### src/rtl/uart_rx.sv
// 8N1 UART receiver with status/data word; define UART_RX_FIFO_EN for a
// FIFO_DEPTH-entry receive FIFO instead of a single holding register.
module uart_rx #(
  parameter logic [11:0] BIT_TIME   = 12'd433,
  parameter int unsigned FIFO_DEPTH = 4
) (
  input  logic        clk,
  input  logic        rst,
  input  logic [31:0] din,
  output logic [31:0] dout,
  input  logic        wr,
  input  logic        valid,
  input  logic        rxd
);

  typedef enum logic [1:0] {
    S_IDLE,
    S_START,
    S_DATA,
    S_STOP
  } state_t;

  localparam logic [11:0] HALF = BIT_TIME >> 1;

  state_t      state_q;
  logic [11:0] tdiv_q;
  logic [2:0]  bit_q;
  logic [7:0]  shreg_q;
  logic        sync_q, rxs_q, rxs_prev_q;
  logic        ferr_q, ovr_q;

  logic        bit_end;
  logic        push, bad_stop, pop;
  logic        avail, full;
  logic        push_ok, ovr_set;
  logic [7:0]  head;
  logic        unused_ok;

  assign bit_end  = (tdiv_q == BIT_TIME);
  assign push     = (state_q == S_STOP) && bit_end && rxs_q;
  assign bad_stop = (state_q == S_STOP) && bit_end && !rxs_q;
  assign pop      = valid && !wr && avail;
  assign push_ok  = push && (!full || pop);
  assign ovr_set  = push && full && !pop;
  assign unused_ok = ^din[31:2] ^ (FIFO_DEPTH == 0);

  always_ff @(posedge clk) begin
    if (rst) begin
      state_q    <= S_IDLE;
      tdiv_q     <= '0;
      bit_q      <= '0;
      shreg_q    <= '0;
      sync_q     <= 1'b1;
      rxs_q      <= 1'b1;
      rxs_prev_q <= 1'b1;
    end else begin
      sync_q     <= rxd;
      rxs_q      <= sync_q;
      rxs_prev_q <= rxs_q;
      if (state_q == S_IDLE || bit_end) tdiv_q <= '0;
      else                              tdiv_q <= tdiv_q + 12'd1;
      unique case (state_q)
        S_IDLE: begin
          if (rxs_prev_q && !rxs_q) begin
            state_q <= S_START;
            tdiv_q  <= '0;
          end
        end
        S_START: begin
          // restart the divider here so later samples land mid-bit
          if (tdiv_q == HALF) begin
            tdiv_q  <= '0;
            bit_q   <= '0;
            state_q <= rxs_q ? S_IDLE : S_DATA;
          end
        end
        S_DATA: begin
          if (bit_end) begin
            shreg_q <= {rxs_q, shreg_q[7:1]};
            bit_q   <= bit_q + 3'd1;
            if (bit_q == 3'd7) state_q <= S_STOP;
          end
        end
        S_STOP: begin
          if (bit_end) state_q <= S_IDLE;
        end
        default: state_q <= S_IDLE;
      endcase
    end
  end

`ifdef UART_RX_FIFO_EN
  localparam int unsigned AW  = (FIFO_DEPTH > 1) ? $clog2(FIFO_DEPTH) : 1;
  localparam int unsigned AW1 = AW + 1;
  localparam logic [AW:0] FULL_CNT = AW1'(FIFO_DEPTH);

  logic [7:0]    mem_q [FIFO_DEPTH];
  logic [AW-1:0] rp_q, wp_q;
  logic [AW:0]   cnt_q;

  assign avail = (cnt_q != '0);
  assign full  = (cnt_q == FULL_CNT);
  assign head  = mem_q[rp_q];

  always_ff @(posedge clk) begin
    if (push_ok) mem_q[wp_q] <= shreg_q;
  end

  always_ff @(posedge clk) begin
    if (rst) begin
      rp_q  <= '0;
      wp_q  <= '0;
      cnt_q <= '0;
    end else begin
      if (push_ok) wp_q <= wp_q + 1'b1;
      if (pop)     rp_q <= rp_q + 1'b1;
      unique case ({push_ok, pop})
        2'b10:   cnt_q <= cnt_q + 1'b1;
        2'b01:   cnt_q <= cnt_q - 1'b1;
        default: cnt_q <= cnt_q;
      endcase
    end
  end
`else
  logic [7:0] hold_q;
  logic       ready_q;

  assign avail = ready_q;
  assign full  = ready_q;
  assign head  = hold_q;

  always_ff @(posedge clk) begin
    if (rst) begin
      hold_q  <= '0;
      ready_q <= 1'b0;
    end else begin
      if (push_ok)  hold_q  <= shreg_q;
      if (push_ok)  ready_q <= 1'b1;
      else if (pop) ready_q <= 1'b0;
    end
  end
`endif

  always_ff @(posedge clk) begin
    if (rst) begin
      ferr_q <= 1'b0;
      ovr_q  <= 1'b0;
      dout   <= '0;
    end else begin
      if (bad_stop)                ferr_q <= 1'b1;
      else if (valid && wr && din[0]) ferr_q <= 1'b0;
      if (ovr_set)                 ovr_q  <= 1'b1;
      else if (valid && wr && din[1]) ovr_q  <= 1'b0;
      dout <= {20'b0, state_q != S_IDLE, ovr_q, ferr_q, avail,
               avail ? head : 8'h00};
    end
  end

endmodule

### config.mk
export PLATFORM = sky130hd
export DESIGN_NAME = uart_rx
export DESIGN_NICKNAME = d
export VERILOG_FILES = /design/src/rtl/uart_rx.sv
export SDC_FILE = /design/constraint.sdc
export NUM_CORES = 1
export LEC_CHECK = 0
export BUFFER_PORTS_ARGS = -buffer_cell sky130_fd_sc_hd__buf_2
export CAP_MARGIN = 20
export CORE_UTILIZATION = 30
export DETAILED_ROUTE_END_ITERATION = 10
export GPL_ROUTABILITY_DRIVEN = 1
export PLACE_DENSITY_LB_ADDON = 0.12
export SYNTH_ARGS = -nofsm -noshare
export SYNTH_HDL_FRONTEND = slang
export SYNTH_SLANG_ARGS = --single-unit
### constraint.sdc
create_clock -name clk -period 2.3 [get_ports clk]
set_clock_uncertainty 0.05 [all_clocks]
set_input_delay 0.115 -clock clk [delete_from_list [all_inputs] [get_ports clk]]
set_output_delay 0.115 -clock clk [all_outputs]
set_load 0.02 [all_outputs]
# Yosys cells after proc, flatten, opt, wreduce, memory -nomap -nowiden
# Index checks and enable logic that the tools add are counted.
[totals] register_bits=71 latch_bits=0 ramBits=0 rom_bits=0 inputBits=37 elab_cells=76 mem_count=0
[classes] addsub=2 n_mul=0 n_div=0 order_cmp=0 eq_ne=11 n_shift=0 muxes=20 bitwise_logic=1 n_reduce_logical=28
[op_table] cell="12-bit 2-to-1 mux" n=3
[op_table] cell="12-bit one-hot mux with 2 select lines" n=1
[op_table] cell="12-bit by 1-bit adder with 12-bit output, second input constant" n=1
[op_table] cell="12-bit by 8-bit == test with 1-bit output, second input constant" n=1
[op_table] cell="12-bit by 9-bit == test with 1-bit output, second input constant" n=1
[op_table] cell="1-bit logical AND" n=12
[op_table] cell="2-bit 2-to-1 mux" n=6
[op_table] cell="2-bit nonzero test" n=5
[op_table] cell="2-bit inequality test, second input constant" n=4
[op_table] cell="2-bit one-hot mux with 4 select lines" n=1
[op_table] cell="1-bit 2-to-1 mux" n=6
[op_table] cell="3-bit 2-to-1 mux" n=2
[op_table] cell="3-bit one-hot mux with 2 select lines" n=1
[op_table] cell="5-bit AND reduction" n=1
[op_table] cell="2-bit == test, second input constant" n=2
[op_table] cell="1-bit zero test" n=4
[op_table] cell="3-bit by 1-bit adder with 3-bit output, second input constant" n=1
[op_table] cell="3-bit == test, second input constant" n=1
[op_table] cell="3-bit AND reduction" n=1
[op_table] cell="2-bit by 1-bit == test with 1-bit output, second input constant" n=1
[op_table] cell="2-bit zero test" n=1
[op_table] cell="1-bit logical OR" n=2
[op_table] cell="2-bit by 1-bit inequality test with 1-bit output, second input constant" n=1
[op_table] cell="2-bit AND reduction" n=1
[op_table] cell="2 further kinds" n=2

# Longest topological paths before layout
[depth] depth_word=6 depth_mapped=7 ltp_nobuf=6

# Worst setup path after synthesis
# OpenSTA, ideal clock, no wires.
[synth_path] path_type="register -> register" from="register tdiv_q[2]" to="register hold_q[0], in the netlist head[0]" setup_ns=0.132 arrival_ns=1.821 required_ns=2.118 slack_ns=0.296 path_stages_with_launch=7 n_path_buf=2 cell_sequence="dfxtp_1 -> or4_1 -> buf_2 -> or4_4 -> buf_6 -> o21ai_0 -> a21oi_1"
[synth_via] elab_chain_len=4
[synth_rtl] item="start, declared" line="26" text="logic [11:0] tdiv_q;"
[synth_rtl] item="start signal, assigned" line="61" text="else tdiv_q <= tdiv_q + 12'd1;"
[synth_rtl] item="12-bit by 9-bit == test with 1-bit output" line="39" text="assign bit_end = (tdiv_q == BIT_TIME);"
[synth_rtl] item="1-bit logical AND (2 in series)" line="40" text="assign push = (state_q == S_STOP) && bit_end && rxs_q;"
[synth_rtl] item="1-bit logical AND" line="43" text="assign push_ok = push && (!full || pop);"
[synth_rtl] item="end signal, assigned" line="137" text="if (push_ok) hold_q <= shreg_q;"
[synth_rtl] item="end, declared" line="125" text="logic [7:0] hold_q;"
# No other way between the ends.
# A chain may end at the register's enable or synchronous reset.

# Final worst setup path
[layout_path] from="register tdiv_q[9]" to="register hold_q[5], in the netlist head[5]"
# Same word-level chain as after synthesis.

==> impl.org <==
** Placement
- HPWL Detailed :: roughly 2600 um
- The count of buffers added on input and output ports is 18.
- The congestion estimate from routability-driven global placement came to a little over 0.7.
- OpenSTA, run right after detailed placement, puts the worst setup slack at 132.8 ps.
- Number of cells after detailed placement :: between 300 and 400

** Critical path
- Stages on worst setup path :: 4
- The critical path is of the flop to flop type.
- Kind of start point of the critical path :: flop
- For the worst setup path, the data arrival time is between 2000 and 2500 ps.
- The largest single stage delay on the critical path is 680 ps.
- Critical path peak fanout :: 11
- Counting both buffers and inverters, the worst setup path holds a total of 0.
- Critical path's slowest cell :: or4_1
- Required time of the worst setup path :: ~2500 ps
- Grouping stages by cell kind, the critical path spends the most delay in simple AND/OR/NAND/NOR gates.
- Worst path cell trace :: or4_1, or4_4, o21ai_0, a21oi_1
- Worst R2R Path Depth :: 4
- STA classifies the critical path endpoint as a flop.

** Layout
- In the final design database the tool counted 300 nets.
- Layout overhead on the synthesized area :: 11.48%
- Once layout is complete, the cells apart from fillers number between 300 and 400.
- Cells with a size suffix above 1 make up roughly 14% of the layout.
- Number of diodes added for antenna fixing :: 0
- Measured on the finished design, the core utilization comes to about a third.

** Global routing
- Entering global routing, the biggest net connects 31 pins.
- The number of global-route vias before repair was 1319.
- Global routing consumed, over all layers together, between 10 and 15% of the routing resources.
- The first global-routing pass estimated around 6300 um of wire.
- The number of antenna violations at the first check in global routing came to 0.
- After global routing the overflow that remains totals 0.

** CTS
- Buffer cell driving the clock tree root :: clkbuf_8
- The H-tree was split into 2 levels.
- The clock reaches the later pin of the worst-skew pair after between 300 and 400 ps.
- Clock transition time at the flip-flop clock pins of the worst setup and hold paths :: about 100 ps
- After clock tree synthesis, the setup repair step added 0 buffers.
- TritonCTS built the clock tree.
- The clock passes through at most 2 buffers.
- The tree built by TritonCTS fans out to 51 sinks.
- The number of clock buffers added by TritonCTS is 5.

** STA
- Setup repair after global routing missed its margin :: false
- Least setup slack across all paths after layout :: 189.4 ps
- After routing, the total negative slack on setup checks comes to 0 ps.
- Number of hold-slack violations in the final timing report :: 0
- Crit share post-route :: approximately nine tenths
- Final setup vio count :: 0
- The worst pin sits at a relative slew slack of around 54%.
- Fin crit period :: roughly 2100 ps
- Tightest Pin Transition :: 679.0 ps
- Timing would allow up to approximately 0.47 GHz.
- The final-report max-slew violation count is 0.

** Logic synthesis
- Counting flops with a built-in enable in the synthesized netlist gives 0.
- Each instance of the synthesized netlist takes up on average approximately 8.8 um2.
- Register bit count reported by yosys :: 51
- The number of different library cells used by synthesis comes to 31.
- The share of the Yosys chip area taken by registers is 48.54%.
- Among all flip-flop cells after synthesis, the most frequent one is dfxtp_1.
- The cell count after synthesis came out at between 200 and 250.
- Synthesized cell area :: 2103 um2
- Synth top area cells :: dfxtp_1, buf_4, a21oi_1
- Summed over its instances, the top area cell type makes up between 40 and 50% of the synthesized netlist area.
- dfxtp_1 takes more of the synthesized area than any other cell.
- In the synthesized netlist the async set-or-reset flop fraction comes to 0%.
- The Yosys step of the flow raised 0 warnings.

** Route
- For this run, the detailed router's first-pass iteration total came to 4.
- After detailed routing, the number of vias per cell comes to roughly 4.2.
- In the routed design, unresolved DRC markers number 0.
- Number of design-rule violations left by the first detailed-router iteration :: 62
- Via total after detailed routing :: about 1500
- Final routed wirelength across all metal layers :: 3686 um
- After detailed routing, the average wire length per cell comes to 10.38 um.
- The count of nets left with antenna violations once routing finished came out at 0.

** Floorplan
- The floorplan step defined a core boundary enclosing 6794 um2.
- Top-level port count :: a little under 70
- Initial core utilization :: 30.96%
- Overall die width :: between 80 and 90 um
- Area of the die :: ~7300 um2
- The die is approximately 86 um tall.
- In this run the core area contains 30 standard-cell rows.

** Power
- Worst ir drop on vdd :: 268.6 uV
- Power spread over the standard cell area amounts to 643.4 nW/um2.
- For this design the static power due to leakage is around 0.84 nW.
- Registers are responsible for about three fifths of the overall power.
- In this run, the combinational gates consume between 4 and 5% of the power.
- Sw Ratio :: between 20% and 30%
- Cell internal power was estimated by the tool at between 0.001 and 0.0015 W.
- NetSw :: ~0.00038 W
- Fraction of power consumed by the clock network :: around 37%
- After layout, the design draws a total of between 0.0015 and 0.002 W.

** Outcome
- The run finished with clean final reports.

** Worst hold path
- In this run the worst hold path is classified as primary input to flop.
- The worst hold path was traced through 4 stages.

** Run
- Count of maximum capacitance violations :: 0
[synthesized netlist by cell type (all sizes together) (2+ instances only)]
master / instances
a21oi: 23
and2: 8
buf: 25
clkbuf: 5
dfxtp: 51
ha: 5
inv: 5
nand2: 25
nand2b: 3
nand3: 19
nand4: 4
nand4b: 2
nor2: 19
nor2b: 3
nor3: 4
nor4: 4
o21ai: 10
or2: 3
or4: 5
xnor2: 9
[routing by layer]
| metal | GRT usage (%) | share of wire [%] | up-vias |
|---|---|---|---|
| met4 | 4.091 | 1.6 | 0 |
| met5 | 0 | 0 | - |
| met1 | 14.71 | 51 | 677 |
| li1 | - | - | 794 |
| met3 | 3.754 | 3.8 | 5 |
| met2 | 16.15 | 44 | 28 |
[cell usage in the layout, fill, tap and decap left out]
cell type / count
xor2_1: 1
xnor2_1: 9
clkinvlp_4: 1
and2_1: 8
nand2_1: 25
or2_2: 3
dfxtp_1: 51
nand4b_1: 2
buf_12: 1
nor4_4: 1
nand2b_1: 3
or4_1: 3
nand3_1: 19
o31ai_1: 1
buf_2: 18
or4_4: 2
nand4_1: 4
nor2_1: 19
inv_8: 1
nor3_1: 4
nor2b_1: 3
o21ai_0: 9
conb_1: 20
nor4_1: 3
clkinv_4: 1
a21oi_1: 23
clkbuf_8: 5
dlygate4sd3_1: 1
buf_4: 4
o21a_1: 1
ha_1: 5
or4bb_1: 1
inv_1: 5
nand3b_1: 1
o21ai_1: 1
[final cells by class]
| type | count | area, um2 |
|---|---|---|
| fillers | 740 | 4449 |
| flip-flops and latches | 51 | 1021 |
| multi-input cells | 171 | 938.4 |
| repair buffers | 24 | 150.1 |
| well taps | 96 | 120.1 |
| clock buffers | 5 | 68.82 |
| clock inverters | 3 | 27.53 |
| inverters | 5 | 18.77 |
[final timing paths]
path	from	endpoint	slack (ps)
setup / recovery	tdiv_q[9]	head[5]	190
hold / removal	din[1]	ovr_q	50
setup reg to reg	tdiv_q[9]	head[5]	190
hold reg to reg	sync_q	rxs_q	370
[registers in the layout (all words and copies together), names as in the netlist, named ones only]
register    cells
rxs_prev_q      1
shreg_q         8
state_q         1
rxs_q           1
tdiv_q         12
ovr_q           1
dout           12
avail           1
bit_q           3
ferr_q          1
head            8
sync_q          1
[through the flow]
stage | hold WS (ps) | instance area [um2]
floorplan | 148.1 | 2175
global placement | 248.4 | 2235
detailed placement | 248.6 | 2235
CTS | 48.21 | 2341
global route | 67.35 | 2345
finish | 54.24 | 2345
[power by group through the flow]
stage	clock, W	combinational, W	sequential, W
finish	0.000553	0.0000652	0.000890
global route	0.000610	0.0000714	0.000891
CTS	0.000577	0.0000658	0.000890
detailed placement	0	0.0000643	0.000910
global placement	0	0.0000646	0.000910
floorplan	0	0.0000731	0.000910
[tightest hold or removal path, stage by stage]
cell,delay [ps]
buf_2,90
nand3_1,70
nand2_1,50
o31ai_1,50
[cells by family (layout without fill, tap and decap cells)]
| family | after synthesis | after routing | synth area share, % |
|---|---|---|---|
| buffers and inverters | 35 | 37 | 10.41 |
| other | 1 | 20 | 0.1783 |
| AND/OR/NAND/NOR | 101 | 101 | 25.16 |
| XOR/XNOR | 10 | 10 | 4.164 |
| adder cells (fa/ha/maj) | 5 | 5 | 2.974 |
| AO/OA/AOI/OAI | 35 | 35 | 8.566 |
| flip-flops | 51 | 51 | 48.54 |
[timing repair]
action	4_1_cts	5_1_grt
endpoints found under the setup margin	0	3
hold endpoints to repair	1	0
resized for setup	0	1
hold buffers	1	0
(Power assumes the default switching activity.)
